### config.mk
export PLATFORM = sky130hd
export DESIGN_NAME = core_id_ex_stage
export DESIGN_NICKNAME = d
export VERILOG_FILES = /design/src/rtl/core_id_ex_stage.sv
export SDC_FILE = /design/constraint.sdc
export NUM_CORES = 1
export LEC_CHECK = 0
export ABC_CLOCK_PERIOD_IN_PS = 2100
export CAP_MARGIN = 20
export CELL_PAD_IN_SITES_DETAIL_PLACEMENT = 1
export CELL_PAD_IN_SITES_GLOBAL_PLACEMENT = 1
export CORE_MARGIN = 1.5
export CORE_UTILIZATION = 28
export CTS_CLUSTER_DIAMETER = 150
export DETAILED_ROUTE_END_ITERATION = 8
export PLACE_DENSITY = 0.8
export SLEW_MARGIN = 20
export SYNTH_ARGS = -nofsm -noshare
export SYNTH_HDL_FRONTEND = slang
export SYNTH_SLANG_ARGS = --single-unit
### constraint.sdc
create_clock -name clk -period 2.1 [get_ports clk]
set_clock_uncertainty 0.15 [all_clocks]
set_input_delay 0.21 -clock clk [delete_from_list [all_inputs] [get_ports clk]]
set_output_delay 0.21 -clock clk [all_outputs]
set_load 0.05 [all_outputs]
### src/rtl/core_id_ex_stage.sv
// ID/EX pipeline register of the Selen core: captures the decoded instruction,
// forwards results from MEM/WB into the ALU operands and inserts load-use bubbles.
module core_id_ex_stage #(
  parameter int unsigned XLEN = 32,
  parameter int unsigned RA_W = 5
) (
  input  logic            clk,
  input  logic            rst,
  input  logic            id_vld,
  input  logic [XLEN-1:0] id_pc,
  input  logic [RA_W-1:0] id_rs1_addr,
  input  logic [RA_W-1:0] id_rs2_addr,
  input  logic [XLEN-1:0] id_rs1_data,
  input  logic [XLEN-1:0] id_rs2_data,
  input  logic [XLEN-1:0] id_imm,
  input  logic            id_src1_pc_sel,
  input  logic            id_src2_imm_sel,
  input  logic [3:0]      id_alu_op,
  input  logic [2:0]      id_brnch_cnd,
  input  logic [RA_W-1:0] id_rd_addr,
  input  logic            id_rd_we,
  input  logic            id_mem_rd,
  input  logic            id_mem_wr,
  input  logic [RA_W-1:0] mem_rd_addr,
  input  logic            mem_rd_we,
  input  logic [XLEN-1:0] mem_result,
  input  logic [RA_W-1:0] wb_rd_addr,
  input  logic            wb_rd_we,
  input  logic [XLEN-1:0] wb_result,
  input  logic            flush,
  input  logic            ext_stall,
  output logic            id_stall,
  output logic            ex_vld,
  output logic [XLEN-1:0] ex_pc,
  output logic [XLEN-1:0] ex_imm,
  output logic [XLEN-1:0] ex_src1,
  output logic [XLEN-1:0] ex_src2,
  output logic [XLEN-1:0] ex_store_data,
  output logic [3:0]      ex_alu_op,
  output logic [2:0]      ex_brnch_cnd,
  output logic [RA_W-1:0] ex_rd_addr,
  output logic            ex_rd_we,
  output logic            ex_mem_rd,
  output logic            ex_mem_wr
);

  logic [RA_W-1:0] ex_rs1_addr, ex_rs2_addr;
  logic [XLEN-1:0] ex_rs1_data, ex_rs2_data;
  logic            ex_src1_pc_sel, ex_src2_imm_sel;
  logic            lu;
  logic [XLEN-1:0] cap_rs1, cap_rs2, fwd_rs1, fwd_rs2;

  always_comb begin
    lu = ex_vld & ex_mem_rd & (ex_rd_addr != '0) & id_vld &
         ((id_rs1_addr == ex_rd_addr) | (id_rs2_addr == ex_rd_addr));
    id_stall = ext_stall | (lu & ~flush);
  end

  // The regfile is not write-through, so a same-cycle WB write is bypassed on capture.
  always_comb begin
    cap_rs1 = id_rs1_data;
    cap_rs2 = id_rs2_data;
    if (wb_rd_we && (wb_rd_addr != '0) && (wb_rd_addr == id_rs1_addr)) cap_rs1 = wb_result;
    if (wb_rd_we && (wb_rd_addr != '0) && (wb_rd_addr == id_rs2_addr)) cap_rs2 = wb_result;
  end

  always_comb begin
    fwd_rs1 = ex_rs1_data;
    fwd_rs2 = ex_rs2_data;
    if (mem_rd_we && (mem_rd_addr != '0) && (mem_rd_addr == ex_rs1_addr))
      fwd_rs1 = mem_result;
    else if (wb_rd_we && (wb_rd_addr != '0) && (wb_rd_addr == ex_rs1_addr))
      fwd_rs1 = wb_result;
    if (mem_rd_we && (mem_rd_addr != '0) && (mem_rd_addr == ex_rs2_addr))
      fwd_rs2 = mem_result;
    else if (wb_rd_we && (wb_rd_addr != '0) && (wb_rd_addr == ex_rs2_addr))
      fwd_rs2 = wb_result;
  end

  always_comb begin
    ex_src1       = ex_src1_pc_sel  ? ex_pc  : fwd_rs1;
    ex_src2       = ex_src2_imm_sel ? ex_imm : fwd_rs2;
    ex_store_data = fwd_rs2;
  end

  always_ff @(posedge clk) begin
    if (rst) begin
      ex_vld          <= 1'b0;
      ex_pc           <= '0;
      ex_imm          <= '0;
      ex_rs1_addr     <= '0;
      ex_rs2_addr     <= '0;
      ex_rs1_data     <= '0;
      ex_rs2_data     <= '0;
      ex_src1_pc_sel  <= 1'b0;
      ex_src2_imm_sel <= 1'b0;
      ex_alu_op       <= '0;
      ex_brnch_cnd    <= '0;
      ex_rd_addr      <= '0;
      ex_rd_we        <= 1'b0;
      ex_mem_rd       <= 1'b0;
      ex_mem_wr       <= 1'b0;
    end else if (ext_stall) begin
      // Held instruction latches forwarded operands so they survive producer retirement.
      ex_rs1_data <= fwd_rs1;
      ex_rs2_data <= fwd_rs2;
    end else if (flush || lu) begin
      ex_vld       <= 1'b0;
      ex_brnch_cnd <= '0;
      ex_rd_we     <= 1'b0;
      ex_mem_rd    <= 1'b0;
      ex_mem_wr    <= 1'b0;
    end else begin
      ex_vld          <= id_vld;
      ex_pc           <= id_pc;
      ex_imm          <= id_imm;
      ex_rs1_addr     <= id_rs1_addr;
      ex_rs2_addr     <= id_rs2_addr;
      ex_rs1_data     <= cap_rs1;
      ex_rs2_data     <= cap_rs2;
      ex_src1_pc_sel  <= id_src1_pc_sel;
      ex_src2_imm_sel <= id_src2_imm_sel;
      ex_alu_op       <= id_alu_op;
      ex_rd_addr      <= id_rd_addr;
      ex_brnch_cnd    <= id_vld ? id_brnch_cnd : '0;
      ex_rd_we        <= id_vld & id_rd_we;
      ex_mem_rd       <= id_vld & id_mem_rd;
      ex_mem_wr       <= id_vld & id_mem_wr;
    end
  end

endmodule
Word level (Yosys, flattened, before mapping)
Cells that the tools add are included.

Register bits after elaboration: 156. Bits in latches: 0. Memory bits (writable): 0. Memory bits (read-only): 0. Bits of input ports: 236. Memories: 0.

$add $sub $neg: 0. Multipliers: 0. Div/mod/pow operators: 0. $lt $le $gt $ge: 0. Eq/ne operators: 9. Shifts and indexed selects: 0. Multiplexer cells: 18. Bitwise gates (word level): 13. Reductions and logical operators: 13.

Operators with widths (count): 32-bit 2-to-1 mux (12); 5-bit == test (8); 5-bit nonzero test (3); 1-bit AND (8); 1-bit logical AND (8); 3-bit 2-to-1 mux (2); 1-bit 2-to-1 mux (4); 1-bit NOT (3); 2-bit != test, second input constant (1); 1-bit bitwise OR (2); 2-bit AND reduction (1); 1-bit logical OR (1).

Logic depth before layout (Yosys ltp)
Gate-level depths: netlist of the first run.

Depth in word-level cells: 7. Depth in mapped cells: 9. Gate-level depth less buffers: 6.

Worst setup path after synthesis of the first run
Ideal clock, no wire load.

Kind: input -> output. Start: input port wb_rd_addr[1]. End: output port ex_src1[10]. Arrival: 2.761 ns. Slack: -1.021 ns. Stages on the path: 8. Path buffers: 2. Path through: buf_2 > or4_4 > o21ai_4 > nor3_2 > buf_2 > mux2_2 > mux2i_1 > o21ai_0.

Word-level cells in the longest chain between the ends: 6.

Ends and longest elaborated chain: start: declaration (RTL line 27) `input logic [RA_W-1:0] wb_rd_addr,`; 5-bit nonzero test (RTL line 72) `else if (wb_rd_we && (wb_rd_addr != '0) && (wb_rd_addr == ex_rs1_addr))`; 1-bit logical AND (RTL line 72); 1-bit logical AND * (RTL line 72); 32-bit 2-to-1 mux * (RTL line 72); 32-bit 2-to-1 mux * (RTL line 70) `if (mem_rd_we && (mem_rd_addr != '0) && (mem_rd_addr == ex_rs1_addr))`; 32-bit 2-to-1 mux * (RTL line 81) `ex_src1 = ex_src1_pc_sel ? ex_pc : fwd_rs1;`; end: declaration (RTL line 36) `output logic [XLEN-1:0] ex_src1,`.

Mark *: on every way between the ends. The rest lies on a longest branch, timed or not.

Worst setup path after layout of the first run
Start: register ex_rs2_addr[3]. End: output port ex_src2[8].

Word-level cells in the longest chain between the ends: 5.

Ends and longest elaborated chain: start: declaration (RTL line 47) `logic [RA_W-1:0] ex_rs1_addr, ex_rs2_addr;`; start signal: assignment (RTL line 118) `ex_rs2_addr <= id_rs2_addr;`; 5-bit == test (RTL line 76) `else if (wb_rd_we && (wb_rd_addr != '0) && (wb_rd_addr == ex_rs2_addr))`; 1-bit logical AND (RTL line 76); 32-bit 2-to-1 mux (RTL line 76); 32-bit 2-to-1 mux * (RTL line 74) `if (mem_rd_we && (mem_rd_addr != '0) && (mem_rd_addr == ex_rs2_addr))`; 32-bit 2-to-1 mux * (RTL line 82) `ex_src2 = ex_src2_imm_sel ? ex_imm : fwd_rs2;`; end: declaration (RTL line 37) `output logic [XLEN-1:0] ex_src2,`.

Marked as above.

==> results.md, run 1 <==
- The internal portion of the total power is 7.15 mW.
- The via count of the first global-routing pass was 13000.
- The total power density per cell area is about 540 nW/um^2.
- The signal on the critical path passes through buf_4 > xor2_2 > nor4_4 > buf_6 > buf_12 > buf_4 > o21ai_4 > mux2_4 > buf_6.
- The post-route total power is 10.9 mW.
- The area growth from synthesis to layout is 111%.
- The worst register-to-register path has a depth of 10.
- The combinational share of power is 37.9%.
- The top cell types in the final layout, fill and taps aside, are 296 x clkdlybuf4s50_1, 137 x dfxtp_1, 123 x nor2_1.
- Sequential cells account for 30.0% of the total power.
- Summing the sequential cell areas from Yosys gives 32.9% of the chip area.
- The largest net degree at the start of global routing is 45.
- The type of the worst setup path is reg2out.
- In the final layout, flip-flops and latches occupy ~3200 um^2.
- The count of routing violations after the opening detailed-route iteration is slightly above 600.
- The warning count from the yosys run is 0.
- Detailed placement ended at an HPWL of ~35000 um.
- The critical path crosses 9 cells after its start point.
- Sorting the synthesized cells by area gives the leading types as dfxtp_1 33%, mux2i_1 19%, mux2_2 11%.
- The synthesized design contains roughly 160 register bits.
- For this design, the slowest cell found on the critical path is dfxtp_4.
- After layout, the worst path uses 145% of the clock period.
- Measured on the finished design, the core utilization comes to approximately 60%.
- The critical path ends at ex_src2[8].
- The number of setup violations in the final report is between 200 and 250.
- The I/O pin count is a little over 400.
- Counting along the longest clock path gives a buffer depth of 2.
- On the final layout, the worst hold slack is between 0.04 and 0.05 ns.
- After layout, the minimum clock period comes to a little over 3 ns.
- Summing all multi-input logic gate instances after layout gives approximately 8000 um^2.
- The switching share of power is approximately a third.
- STA puts the critical path data required time at 1.74 ns.
- The CTS clock-pin slew for the worst setup and hold paths is 0.06 ns.
- The final max-slew violation count is 0.
- In this run the standard cell core region covers between 30000 and 40000 um^2.
- Tracing the worst setup path back leads to its startpoint at ex_rs2_addr[3].
- The wire length of the first global-routing pass is between 80000 and 90000 um.
- The finished cells cover roughly 20000 um^2.
- The setup slack after layout is -0.940 ns.
- The number of endpoints with negative hold slack in the final report came to 0.
- In this run the power spent charging and discharging nets is 3.72 mW.
- For the final routed database, the setup TNS stands at -109.44 ns.
- The standard cell area after detailed placement is 16700 um^2.
- The number of fill cells is 3367.
- Data on the critical path arrives at its endpoint at around 2.7 ns.
- The instance count of the mapped netlist is 1033.
- The flow ran to the end, but the final reports show violations.
- Counting the buffers created by CTS gives 17.
- Setup repair after global routing could not meet its margin everywhere.
- The category of the worst setup path launch point is a register.
- The synthesized cell area is between 9000 and 10000 um^2.
- The peak supply drop is between 0.6 and 0.7 mV.
- The maximum fanout along the worst path is 24.
- The worst setup path is captured at a primary output.
- The number of nets in the synthesized netlist is approximately 1300.
- The clock net sink count is 156.
- Across all register-to-register paths, the minimum setup slack is -0.47 ns.
- The most common library cell in the layout ignoring fill and taps is clkdlybuf4s50_1.
- The buffer type at the clock tree root is clkbuf_16.
- The total grt overflow is 0.
- The final reports fail on setup timing.
- The leakage power total is about 7.3 nW.
- The floorplan step defined a die boundary enclosing 35000 um^2.
- The clock tree from TritonCTS is done.
- The congestion estimate from routability-driven global placement came to between 0.9 and 1.
- The die width is roughly 190 um.
- Wires add up to 59600 um.
- At the placement stage, the worst setup path has a slack of -0.927 ns.
- The area fraction of the dominant cell type after synthesis is 32.9%.
- The synthesized design spends more area on one cell type than any other, namely dfxtp_1.
- Row generation in the floorplan step produced between 60 and 70 rows.
- Across all layers, the routed design uses approximately 12000 vias.
- The startpoint of the most critical register-to-register path is ex_rs2_addr[3].
- The critical path buffer and inverter count is 5.
- From bottom edge to top edge, the die measures between 150 and 200 um.
- The insertion delay of the later-clocked pin in the worst-skew pair is ~0.46 ns.
- The clock network burns roughly a third of the power.
- In the final design database the tool counted ~1800 nets.
- In this run the tightest slew margin relative to its limit is about three fifths.
- At the pin with the least slew margin, the transition time is 0.575 ns.
- Based on the critical path, the design can be clocked at up to about 330 MHz.
- The number of antenna violations at the first check in global routing is 7.
- The number of violations of the max-capacitance limit is 0.
- The first-pass iteration count of the detailed router is 5.
- The count of input and output buffers is just over 400.
- The highest cell delay on the worst timing path is around 0.37 ns.
- The overall routing resource usage is about a third.
- The path class of the tightest hold or removal check is in2reg.
- The routed length per instance is about 29 um.
- In this run the remaining antenna-violating nets after routing total 0.
- The level count of the clock H-tree is 4.
- In this run, post-CTS hold repair placed 0 buffers.
- Once layout is complete, the cells apart from fillers number around 2100.
- The total placed cells including tap cells is a little under 2000.
- The worst reg2reg path endpoint is ex_rs2_data[19].
- Cells with a size suffix above 1 make up 43.5% of the layout.
- Synthesis instantiated 37 different standard cells from the library.
- Using the TritonRoute via totals, the vias-per-cell ratio works out to about 5.6.
- In the routed design, unresolved DRC markers number 0.
- The initial utilization of the core area, before any placement, comes to between 20% and 30%.
- Grouping stages by cell kind, the critical path spends the most delay in buffers and inverters.
- The synthesized area divided by synthesized cell count is 9.18 um^2.
==> what timing repair did <==
action                                 4_1_cts  5_1_grt
endpoints found under the hold margin        0        0
gates resized for setup                    337       68
pin swaps                                   52       28
setup endpoints to repair                  244      257
gates cloned                                19        3
setup buffers                               59       47
==> layer usage <==
metal | vias up | global-route usage [%] | share of wire, %
met3 | 177 | 7.05 | 6.5
met5 | - | 0 | 0.029
met1 | 5795 | 36.8 | 38
met2 | 592 | 58.8 | 51
met4 | 2 | 16.8 | 4.9
li1 | 4973 | - | -
==> cell families after synthesis <==
group / count (synthesis) / synth area share, %
muxes: 271 / 29.8
DFF: 156 / 32.9
AOI/OAI and AO/OA: 148 / 11.2
buffers and inverters: 100 / 4.62
xor gates and xnor gates: 40 / 3.69
and+or+nand+nor: 318 / 17.8
==> worst min path at each step <==
stage	from	end	slack (ns)	cells past startpoint
final	rst	ex_rs2_addr[3]	0.05	2
after global routing	rst	ex_rs2_addr[3]	0.03	2
after CTS	rst	ex_rs2_addr[4]	0.01	2
after detailed placement	ex_rd_we	ex_rd_we	0.33	2
after global placement	ex_brnch_cnd[0]	ex_brnch_cnd[0]	0.31	2
after floorplan	id_rd_addr[0]	ex_rd_addr[0]	0.21	2
==> registers in the layout (all words and copies together), names as in the netlist <==
signal	flops
ex_imm	32
ex_pc	32
ex_rs1_data	32
ex_rs2_data	32
ex_rd_addr	5
ex_rs1_addr	5
ex_rs2_addr	5
ex_alu_op	4
ex_brnch_cnd	3
ex_mem_rd	1
ex_mem_wr	1
ex_rd_we	1
ex_src1_pc_sel	1
ex_src2_imm_sel	1
ex_vld	1
==> cell usage after synthesis <==
cell / count
nor4_2: 4
nor3_1: 1
dfxtp_1: 156
clkbuf_1: 67
o21bai_1: 1
nand4_1: 2
o21ai_1: 33
nor2_1: 126
or2_2: 1
or4_4: 1
o22ai_1: 1
nand3_1: 33
a22oi_1: 1
nand2_1: 73
a32oi_1: 6
nor4b_1: 32
a221o_1: 32
buf_4: 3
xor2_1: 10
nand2b_1: 8
or4_1: 1
buf_2: 23
nor2b_1: 2
or4b_2: 32
o21ai_0: 26
a21oi_1: 2
o311ai_1: 6
buf_6: 3
mux2i_1: 181
buf_1: 3
o211ai_1: 38
mux2_2: 90
inv_1: 1
nor3_2: 2
xnor2_1: 30
a211oi_1: 1
o21ai_4: 1
==> cell type report <==
cell class	instances	share of cell area, %
diodes	6	0.0750
clock buffers	20	2.29
clock inverters	11	0.825
inverters	1	0.0188
multi-input cells	777	39.9
flip-flops and latches	156	15.8
well taps	448	2.80
repair buffers	654	38.3
==> power by group through the flow <==
stage,sequential (mW),clock [mW],combinational [mW]
after floorplan,3.51,0,1.62
after global placement,3.28,0,3.38
after detailed placement,3.29,0,3.46
after CTS,3.25,3.53,3.94
after global routing,3.28,3.63,4.24
final,3.26,3.49,4.12
Note: power is estimated with default switching activity, not from simulation.
==> run 2, diff against run 1 <==
- ABC_CLOCK_PERIOD_IN_PS: 2100 -> 3100
- CORE_UTILIZATION: 28 -> 31
- PLACE_DENSITY: 0.8 -> 0.84
- clock period: 2.1 -> 3.1 ns (I/O delays scaled with it)
==> run 2 against run 1 <==
Effect of this change: the flow now finishes without violations; worst setup slack better by 0.97 ns; wire length down 22%; count of clock-buffer cells in the layout decreased by 1; sequential power shrank 33%; die area shrank 9.5%; critical path depth decreased by 1; combinational power fell by 44%; non-clock buffer count decreased by 127; clock power is 34% lower; final area down 17%; via count shrank 11%.
==> results.md, run 2 (synthesis results as in run 1) <==
- The net total in the final layout is approximately 1700.
- The total power density per cell area is a little over 400 nW/um^2.
- The run finished with clean final reports.
- The share of final-layout standard cells stronger than drive strength 1 is between 20 and 30%.
- The number of endpoints with negative hold slack in the final report is 0.
- Headroom to the max-slew limit came out at a little over two fifths.
- The first global-routing pass estimated approximately 70000 um of wire.
- Clock latency on the worst-skew pair, taken at its later pin, is 0.45 ns.
- The slew of the pin with the lowest slew margin is approximately 0.85 ns.
- Clock-pin slew was measured on the worst setup and hold paths at ~0.080 ns.
- The number of violations of the max-capacitance limit is 0.
- Once placement finished, the instance area stood at about 15000 um^2.
- The library cells used most frequently in the layout, excluding fill and tap cells, are 307 x clkdlybuf4s50_1, 158 x mux2i_1, 146 x dfxtp_1.
- The count of antenna-violating nets left after detailed routing is 0.
- The number of fill cells is between 3000 and 4000.
- The CTS buffer count is 17.
- The overall routing resource usage is roughly 29%.
- The routed length per instance is between 20 and 25 um.
- The number of vias in the routed layout is 10300.
- The area of the die is 31700 um^2.
- STA classifies the critical path endpoint as a primary output.
- In this run the count of I/O pins placed on the die edge is slightly above 400.
- Compared with the post-synthesis result, the final layout area differs by 74.3%.
- Detailed placement finished with a half-perimeter wire length of between 30000 and 40000 um.
- The clock passes through at most 2 buffers.
- The type of the worst setup path is in2out.
- Static timing analysis puts the maximum clock frequency at 326 MHz.
- The shortest clock period the worst path allows after layout is around 3.1 ns.
- The first TritonRoute pass finished after 4 iterations.
- The maximum fanout along the worst path is 15.
- The via count of the first global-routing pass is approximately 12000.
- The initial standard-cell utilization of the core is between 30% and 40%.
- The post-route standard cell area excluding fillers is between 15000 and 20000 um^2.
- After the first detailed-routing iteration, the DRC count stood at 513.
- The number of antenna violations at the first check in global routing was 0.
- The count of input and output buffers is 412.
- At the worst endpoint, the arrival time is 2.61 ns.
- Summed over all layers, the routed wires come to between 40000 and 50000 um.
- The total placed cells including tap cells is approximately 1800.
- The die width is 178 um.
- The worst hold path belongs to the class in2reg.
- The largest net degree at the start of global routing is between 80 and 90.
- The library cell used most frequently in the layout, excluding fill and tap cells, is clkdlybuf4s50_1.
- The site row count is 63.
- In this run the number of H-tree levels came out at 4.
- TritonCTS built the clock tree.
- The area of the core is between 20000 and 30000 um^2.
- The worst setup path is launched from an input port.
- Counting every sink on the clock net gives between 150 and 200.
- The total grt overflow is 0.
- Setup violations remaining at the end of the flow were counted as 0.
- The final weighted congestion in routability-driven placement is ~0.8.
- The detail-routed via count per cell is between 5 and 6.
- The number of cells in the finished layout apart from fillers is roughly 1900.
- The fraction of the core area covered by cells at the end of the flow is a little under three fifths.
- The DRC violation count after routing is 0.
- For this design the static power due to leakage is about 6 nW.
- The die is about 180 um tall.
- For the worst setup path, the data required time is 2.64 ns.
- After layout, the worst path uses 98.9% of the clock period.
- The buffer type at the clock tree root is clkbuf_16.
- The final max-slew violation count is 0.
- The peak supply drop is approximately 0.34 mV.
[run 2: path summary, 6_finish.rpt]
kind,from,endpoint,slack [ns],cells after the start
min,rst,ex_imm[3],0.22,2
max reg2reg,ex_rs1_addr[0],ex_rs1_data[31],0.20,15
min reg2reg,ex_brnch_cnd[0],ex_brnch_cnd[0],0.34,2
max,mem_rd_addr[1],ex_src1[0],0.03,8
[run 2: final cells by class]
| class | count | area (um^2) | area share (%) |
|---|---|---|---|
| multi-input cells | 777 | 6380 | 38.6 |
| repair buffers | 527 | 5890 | 35.6 |
| flip-flops and latches | 156 | 3150 | 19.0 |
| well taps | 390 | 488 | 2.95 |
| clock buffers | 19 | 443 | 2.68 |
| clock inverters | 13 | 180 | 1.09 |
| inverters | 1 | 3.75 | 0.0227 |
| diodes | 1 | 2.50 | 0.0151 |
[run 2: repair_timing]
action,CTS,global route
hold endpoints to repair,0,0
gates cloned,3,2
gates resized for setup,54,45
endpoints found under the setup margin,76,64
pin swaps,10,18
buffers inserted,22,8
hold buffers,0,0
[run 2: metal layers]
metal	track usage, %	share of wire (%)	vias up
met4	12.2	3.5	0
met3	7.03	6.7	103
met1	30.8	37	5098
met2	53.2	52	405
met5	0	0	-
li1	-	-	4681
[run 2: power by group]
part,switching [mW],internal (mW)
Sequential,0.0865,2.11
Combinational,1.22,1.07
Clock,1.01,1.31
Total,2.32,4.49
[run 2: metrics by stage]
step                      power, mW  setup slack [ns]  TNS (ns)  hold WS (ns)
after floorplan                3.30            -0.207     -5.80         0.307
after global placement         4.35          -0.00507  -0.00507         0.313
after detailed placement       4.41            -0.135     -4.58         0.330
after CTS                      6.80           -0.0304    -0.113         0.201
after global routing           7.02          -0.00108  -0.00108         0.242
final                          6.80            0.0337         0         0.223
[run 2: critical path: stages]
cell,delay [ns]
clkdlybuf4s50_1,0.46
or4_4,0.57
o21ai_4,0.25
nor4_4,0.10
buf_12,0.20
mux2i_2,0.18
o21ai_1,0.26
buf_4,0.26
==> run 3, diff against run 2 <==
- CAP_MARGIN: 20 -> 0
==> results of run 3 <==
No change in the layout: final DEF, timing and power equal those of run 2.
